### src/rtl/core_sequencer.sv
// rtl/core_sequencer.sv - multi-cycle fetch/exec/mem/wb sequencer for the 16-bit four-register core
// Owns pc and instruction register; shares one memory port between fetch and LD/ST.
module core_sequencer #(
    parameter logic [15:0] RESET_PC = 16'h0000,
    parameter int          TIMEOUT  = 255
) (
    input  logic        clk_i,
    input  logic        reset_i,
    input  logic        run_i,
    output logic        mem_req_o,
    output logic        mem_we_o,
    output logic [15:0] mem_addr_o,
    output logic [15:0] mem_wdata_o,
    input  logic        mem_ack_i,
    input  logic [15:0] mem_rdata_i,
    output logic [15:0] instr_o,
    input  logic [1:0]  next_pc_sel_i,
    input  logic        reg_in_source_i,
    input  logic        reg_in_en_i,
    input  logic        d_we_i,
    input  logic        d_addr_sel_i,
    input  logic [15:0] addr_i,
    input  logic [15:0] reg_a_i,
    input  logic [15:0] reg_b_i,
    output logic        reg_we_o,
    output logic [15:0] load_data_o,
    output logic [15:0] pc_o,
    output logic        fault_o
);

    typedef enum logic [2:0] {
        S_HALT,
        S_FETCH,
        S_EXEC,
        S_MEM,
        S_WB,
        S_FAULT
    } state_t;

    localparam logic [15:0] WAIT_LAST = 16'(TIMEOUT - 1);

    state_t      state, state_n, boundary;
    logic [15:0] pc, pc_n;
    logic [15:0] ir, ir_n;
    logic [15:0] load_q, load_n;
    logic [15:0] daddr, daddr_n;
    logic [15:0] wdata_q, wdata_n;
    logic [15:0] wait_cnt, wait_cnt_n;
    logic        is_ld, is_ld_n;
    logic        req_q, req_n;
    logic        we_q, we_n;
    logic [15:0] addr_q, addr_n;
    logic [15:0] wd_q, wd_n;
    logic [15:0] data_addr;
    logic        reg_we;
    logic        timed_out;

    always_comb begin
        state_n   = state;
        pc_n      = pc;
        ir_n      = ir;
        load_n    = load_q;
        daddr_n   = daddr;
        wdata_n   = wdata_q;
        is_ld_n   = is_ld;
        reg_we    = 1'b0;
        boundary  = run_i ? S_FETCH : S_HALT;
        data_addr = d_addr_sel_i ? reg_a_i : addr_i;
        timed_out = (TIMEOUT != 0) && !mem_ack_i && (wait_cnt == WAIT_LAST);

        case (state)
            S_HALT: begin
                if (run_i) state_n = S_FETCH;
            end
            S_FETCH: begin
                if (mem_ack_i) begin
                    ir_n    = mem_rdata_i;
                    state_n = S_EXEC;
                end else if (timed_out) begin
                    state_n = S_FAULT;
                end
            end
            S_EXEC: begin
                if (d_we_i) begin
                    daddr_n = data_addr;
                    wdata_n = reg_b_i;
                    is_ld_n = 1'b0;
                    state_n = S_MEM;
                end else if (reg_in_source_i) begin
                    daddr_n = data_addr;
                    is_ld_n = 1'b1;
                    state_n = S_MEM;
                end else begin
                    reg_we = reg_in_en_i;
                    if (next_pc_sel_i[1])      pc_n = reg_a_i;
                    else if (next_pc_sel_i[0]) pc_n = pc + addr_i;
                    else                       pc_n = pc + 16'd1;
                    state_n = boundary;
                end
            end
            S_MEM: begin
                if (mem_ack_i) begin
                    if (is_ld) begin
                        load_n  = mem_rdata_i;
                        state_n = S_WB;
                    end else begin
                        pc_n    = pc + 16'd1;
                        state_n = boundary;
                    end
                end else if (timed_out) begin
                    state_n = S_FAULT;
                end
            end
            S_WB: begin
                reg_we  = 1'b1;
                pc_n    = pc + 16'd1;
                state_n = boundary;
            end
            S_FAULT: state_n = S_FAULT;
            default: state_n = S_HALT;
        endcase

        // Bus outputs are registered from the state being entered so they never glitch.
        req_n  = (state_n == S_FETCH) || (state_n == S_MEM);
        we_n   = (state_n == S_MEM) && !is_ld_n;
        addr_n = (state_n == S_FETCH) ? pc_n : ((state_n == S_MEM) ? daddr_n : 16'h0000);
        wd_n   = (state_n == S_MEM) ? wdata_n : 16'h0000;

        if (req_n && (state_n != state)) wait_cnt_n = 16'h0000;
        else if (req_q && !mem_ack_i)    wait_cnt_n = wait_cnt + 16'd1;
        else                             wait_cnt_n = wait_cnt;
    end

    always_ff @(posedge clk_i) begin
        if (reset_i) begin
            state    <= S_HALT;
            pc       <= RESET_PC;
            ir       <= 16'h0000;
            load_q   <= 16'h0000;
            daddr    <= 16'h0000;
            wdata_q  <= 16'h0000;
            is_ld    <= 1'b0;
            wait_cnt <= 16'h0000;
            req_q    <= 1'b0;
            we_q     <= 1'b0;
            addr_q   <= 16'h0000;
            wd_q     <= 16'h0000;
        end else begin
            state    <= state_n;
            pc       <= pc_n;
            ir       <= ir_n;
            load_q   <= load_n;
            daddr    <= daddr_n;
            wdata_q  <= wdata_n;
            is_ld    <= is_ld_n;
            wait_cnt <= wait_cnt_n;
            req_q    <= req_n;
            we_q     <= we_n;
            addr_q   <= addr_n;
            wd_q     <= wd_n;
        end
    end

    assign mem_req_o   = req_q;
    assign mem_we_o    = we_q;
    assign mem_addr_o  = addr_q;
    assign mem_wdata_o = wd_q;
    assign instr_o     = ir;
    assign load_data_o = load_q;
    assign pc_o        = pc;
    assign reg_we_o    = reg_we;
    assign fault_o     = (state == S_FAULT);

endmodule

### config.mk
export PLATFORM = sky130hd
export DESIGN_NAME = core_sequencer
export DESIGN_NICKNAME = d
export VERILOG_FILES = /design/src/rtl/core_sequencer.sv
export SDC_FILE = /design/constraint.sdc
export NUM_CORES = 1
export LEC_CHECK = 0
export ABC_AREA = 1
export CAP_MARGIN = 5
export CELL_PAD_IN_SITES_DETAIL_PLACEMENT = 0
export CELL_PAD_IN_SITES_GLOBAL_PLACEMENT = 1
export CORE_MARGIN = 1
export CORE_UTILIZATION = 32
export DETAILED_ROUTE_END_ITERATION = 8
export PLACE_DENSITY = 0.77
export REMOVE_ABC_BUFFERS = 1
export SLEW_MARGIN = 5
export SYNTH_ARGS = -nofsm -noshare
export SYNTH_HDL_FRONTEND = slang
export SYNTH_SLANG_ARGS = --single-unit
### constraint.sdc
create_clock -name clk_i -period 1.72 [get_ports clk_i]
set_input_delay 0.258 -clock clk_i [delete_from_list [all_inputs] [get_ports clk_i]]
set_output_delay 0.258 -clock clk_i [all_outputs]
set_load 0.03 [all_outputs]
# Yosys cells after proc, flatten, opt, wreduce, memory -nomap -nowiden

Cells that the tools add are included.

Latch bits: 0
Bits in registers: 134
Memories: 0
Bits in writable memories: 0
ROM bits: 0
Input bits: 74
Word-level logic and storage cells: 67
Output and inout port bits: 84

Add/subtract/negate cells: 3
Bitwise logic cells: 1
Muxes and demuxes: 30
Shift operators: 0
$mul: 0
Magnitude comparators: 0
Equality and inequality tests: 9
Divide/modulo/power cells: 0
Reduce and logical (&&, ||, !) cells: 12

Operators with widths:

| operator                                                         | number |
|---|---|
| 16-bit 2-to-1 mux                                                | 14 |
| 16-bit case mux with 3 select lines                              | 1 |
| 16-bit by 1-bit adder with 16-bit output, second input constant  | 2 |
| 3-bit case mux with 6 select lines                               | 1 |
| 16-bit adder                                                     | 1 |
| 16-bit by 8-bit == test with 1-bit output, second input constant | 1 |
| 3-bit 2-to-1 mux                                                 | 5 |
| 3-bit by 2-bit == test with 1-bit output, second input constant  | 3 |
| 3-bit by 1-bit == test with 1-bit output, second input constant  | 2 |
| 3-bit == test, second input constant                             | 2 |
| 1-bit 2-to-1 mux                                                 | 6 |
| 1-bit logical AND                                                | 4 |
| 2-bit 2-to-1 mux                                                 | 2 |
| 2-bit OR reduction                                               | 2 |
| 3-bit zero test                                                  | 1 |
| 3-bit != test                                                    | 1 |
| 3-bit AND reduction                                              | 1 |
| 1-bit zero test                                                  | 2 |
| 1-bit case mux with 2 select lines                               | 1 |
| 2-bit AND reduction                                              | 1 |
| 1-bit logical OR                                                 | 1 |
| 1-bit inverter                                                   | 1 |

# Depth between registers and ports, before layout

Depth in word-level cells: 9
Mapped depth: 15

# Worst setup path before layout

Ideal clock, no wire load.

Path type: reg-to-reg
From: register pc[0] (netlist: pc_o[0])
To: register addr_q[6] (netlist: mem_addr_o[6])
Clock period less this slack: 2.010 ns
Setup time: 0.113 ns
Data arrival time: 1.897 ns
Stages on the path, launching flop included: 12
Slack: -0.290 ns
Path buffers: 0
Cells stage by stage: dfxtp_1 > ha_1 > fa_1 > nand2_1 > nand3_1 > or2_2 > nand3_1 > nand3_1 > nand2_1 > nand2_1 > nand3b_1 > nand2_1

Cells in the longest elaborated chain, start to end: 7

Ends and longest elaborated chain:

| what                                                                            | line | text |
|---|---|---|
| start, declared                                                                 | 43   | `logic [15:0] pc, pc_n;` |
| start signal, assigned                                                          | 150  | `pc <= pc_n;` |
| 16-bit by 1-bit adder with 16-bit output / 16-bit adder (equally long branches) | --   |  |
| 16-bit 2-to-1 mux                                                               | 96   | `else if (next_pc_sel_i[0]) pc_n = pc + addr_i;` |
| 16-bit 2-to-1 mux                                                               | 95   | `if (next_pc_sel_i[1]) pc_n = reg_a_i;` |
| 16-bit 2-to-1 mux                                                               | 89   | `end else if (reg_in_source_i) begin` |
| 16-bit 2-to-1 mux                                                               | 84   | `if (d_we_i) begin` |
| 16-bit case mux with 3 select lines (*)                                         | 71   | `case (state)` |
| 16-bit 2-to-1 mux (*)                                                           | 126  | `addr_n = (state_n == S_FETCH) ? pc_n : ((state_n == S_MEM) ? daddr_n : 16'h0000);` |
| end signal, assigned                                                            | 159  | `addr_q <= addr_n;` |
| end, declared                                                                   | 52   | `logic [15:0] addr_q, addr_n;` |

Mark *: on every way between the ends. The rest lies on a longest branch, timed or not.
A chain may end at the register's enable or synchronous reset.

# Worst setup path after layout

From: register pc[0] (netlist: pc_o[0])
To: register pc[2] (netlist: pc_o[2])

Cells in the longest elaborated chain, start to end: 6

Ends and longest elaborated chain:

| what                                                                            | line |
|---|---|
| 16-bit by 1-bit adder with 16-bit output / 16-bit adder (equally long branches) | -- |
| 16-bit 2-to-1 mux                                                               | 96 |
| 16-bit 2-to-1 mux                                                               | 95 |
| 16-bit 2-to-1 mux                                                               | 89 |
| 16-bit 2-to-1 mux                                                               | 84 |
| 16-bit case mux with 3 select lines (*)                                         | 71 |

Marked as above.

==> out/results.ini <==
[sta]
worst_slack_ns=-0.145
timing.final.hold_violations=0
max_freq_mhz=536
holdWs_ns=0.217
worst_pin_slew_ns=0.389
period_minus_slack_ns=1.87
final.period_utilization_pct=108
relSlewSlack_pct=73.9
setup-violations-final=16
rsz0062_at_grt=true
drv_slew=0
finClkSkew_ns=0.00990

[placed_design]
gp_congestion=0.876
dpl.hpwl_um=17600
place_area_um2=10100
port_buffers=157

[die]
die_h_um=153
top_level_ports=158
start_util_pct=32.9
rows=54
core_um2=22000
dieArea_um2=23300
fp.dieW_um=153

[final_layout]
final_cell_mix=223 x nand2_1, 163 x nor2_1, 136 x buf_4
final_common_cell=nand2_1
nets=1492
area_growth_pct=63.5
layout-drive-gt1-share_pct=28.4
stdcell_area_um2=11900
antennaDiodeCount=0

[status]
outcome=complete, but fails checks
violations=design-rule violations, negative setup slack

[synth]
yosysUniqueCellTypes=51
netlist_instances=1096
ys_warn_count=0
async_reset_ff_share_pct=0
synth_top_cell_by_area=dfxtp_1
synth_top_flop_cell=dfxtp_1
synth_area_um2=7250
ys_seq_area_share_pct=37.0
synth-edff-count=0
synth-seq-cells=134
syn_avg_cell_area_um2=6.62
synthTopCellsByArea=dfxtp_1 37%, nand2_1 14%, nor2_1 9.2%, inv_1 7.0%, o21ai_0 6.3%
synth_top_area_share_pct=37.0

[cts]
cts_tree=done
cts.clk_slew.worst_paths_ns=0.07
cts-buffers-inserted=17
clock-root-buffer=clkbuf_16
holdBufCountCts=0
clock_latency_ns=0.43
htreeDepth=4
clk_path_buf_depth=2
cts_sinks=134

[worst_setup_path]
rr_startpoint=pc_o[0]
worst_setup_path_end_kind=flop
worstSetupPathType=flop to flop
worstPathMaxFanout=5
cp-endpoint=pc_o[2]
crit_chain=ha_4 -> fa_2 -> buf_4 -> or2_4 -> nand2_2 -> a21oi_2 -> o221ai_2 -> a21oi_2 -> buf_4
crit_arrival_ns=2.19
reg2reg_setup_slack_ns=-0.15
timing.critical_path.from=pc_o[0]
critical-path-top-delay-family=adder cells
startpoint_type=flop
r2r_cells=9
worst-path-buf-inv=2
slowest_delay_ns=0.40
critical_path_depth=9
required_ns=2.04
cp_slowest_cell=fa_2
r2r_end=pc_o[2]

[global_routing]
gr-total-overflow=0
antenna_found_initial=0
grt_pass1_wl_um=39000
grt_max_degree=50
grtUsageTotal_pct=21.0
grt_pass1_vias=7633

[power_and_ir_drop]
power_w=0.00913
peakVddDrop_uv=671
p_per_area_nw_per_um2=770
p_leak_nw=5.76

[hold_path]
min_path_type=primary input to flop

[route]
drtPass1Iterations=9
dr_total_vias=8003
first_iter_violations=381
routed_wl_um=24900
viasPerCell=4.73
drtAntennaViolNets=0
drc=3
wl_per_cell_um=14.7

[flow_run]
cap_violations=0

repair_timing:
item	CTS	global route
endpoints found under the setup margin	85	107
pin swaps	31	54
setup buffers	8	19
gates resized for setup	129	167
cloned	1	2
flip-flops by register name, summed over array words and instances, names as in the netlist:
register     flops
daddr           16
mem_we_o         1
mem_addr_o      16
wait_cnt        16
pc_o            16
mem_req_o        1
is_ld            1
state            3
load_data_o     16
mem_wdata_o     16
instr_o         16
wdata_q         16
cell families (layout without fill, tap and decap cells):
logic type | after synthesis | after routing | synth area share, %
adder cells (fa/ha/maj) | 19 | 19 | 3.38
buffers and inverters | 183 | 497 | 10.1
AO/OA/AOI/OAI | 181 | 181 | 14.3
AND/OR/NAND/NOR | 564 | 566 | 33.5
XOR/XNOR | 15 | 15 | 1.81
flip-flops | 134 | 134 | 37.0
power by group:
part           internal (W)  total (W)  switching [W]
clock network       0.00223    0.00391        0.00167
registers           0.00322    0.00328      0.0000612
logic              0.000852    0.00195        0.00109
worst min-delay path by stage:
stage               slack [ns]  depth (start not counted)           end          from
floorplan                 0.33                          1      pc_o[15]       reset_i
CTS                       0.28                          3    wdata_q[0]       reset_i
global route              0.21                          3      daddr[3]     addr_i[3]
global placement          0.45                          2  wait_cnt[15]  wait_cnt[15]
finish                    0.22                          3      daddr[3]     addr_i[3]
detailed placement        0.47                          2  wait_cnt[15]  wait_cnt[15]
stage by stage:
step	TNS, ns	instances	util, %	setup WS (ns)
6_report	-0.966	1692	53.9	-0.145
5_1_grt	-3.48	1692	53.9	-0.246
3_5_place_dp	-27.72	1632	45.8	-0.757
4_1_cts	-0.865	1672	50.6	-0.198
3_3_place_gp	-26.93	1632	45.8	-0.747
2_1_floorplan	-4.47	1060	-	-0.285
metal layers:
layer	vias up	track usage [%]	wire length, µm
li1	4093	-	-
met1	3679	26.2	11100
met2	199	35.3	11900
met3	32	5.55	1530
met4	0	6.45	374
met5	-	0	0
worst reg2reg max path, delay by kind of cell, from the launching register on:
family | cells | cell delay, ns
flops | 1 | 0.34
compound gates | 3 | 0.27
simple gates | 2 | 0.28
fa+ha+maj | 2 | 0.57
buf+inv | 2 | 0.30
final cells by class:
cell class              instances  area, µm²
multi-input cells             781       4620
clock buffers                  17        425
well taps                     280        350
clock inverters                15        196
inverters                     147        573
fillers                      2132      10200
repair buffers                318       2980
flip-flops and latches        134       2710
cells in the mapped netlist (3+ instances only):
| cell type | number |
|---|---|
| inv_1 | 135 |
| ha_1 | 18 |
| nand3b_1 | 6 |
| o221ai_1 | 3 |
| or2_2 | 4 |
| buf_4 | 4 |
| nand2_1 | 261 |
| a21oi_1 | 45 |
| nor2_1 | 178 |
| a31oi_1 | 3 |
| clkbuf_1 | 23 |
| nand4_1 | 5 |
| o21ai_0 | 91 |
| a311oi_1 | 6 |
| nor3_2 | 4 |
| inv_2 | 9 |
| buf_2 | 3 |
| a211oi_1 | 5 |
| nor2_4 | 5 |
| nor3_1 | 10 |
| xor2_1 | 10 |
| nor2_2 | 16 |
| nand3_1 | 59 |
| nand2_2 | 5 |
| buf_6 | 3 |
| o211ai_1 | 13 |
| o21bai_1 | 5 |
| dfxtp_1 | 134 |
| xnor2_1 | 5 |
No activity file was read; power rests on OpenSTA's default activity.
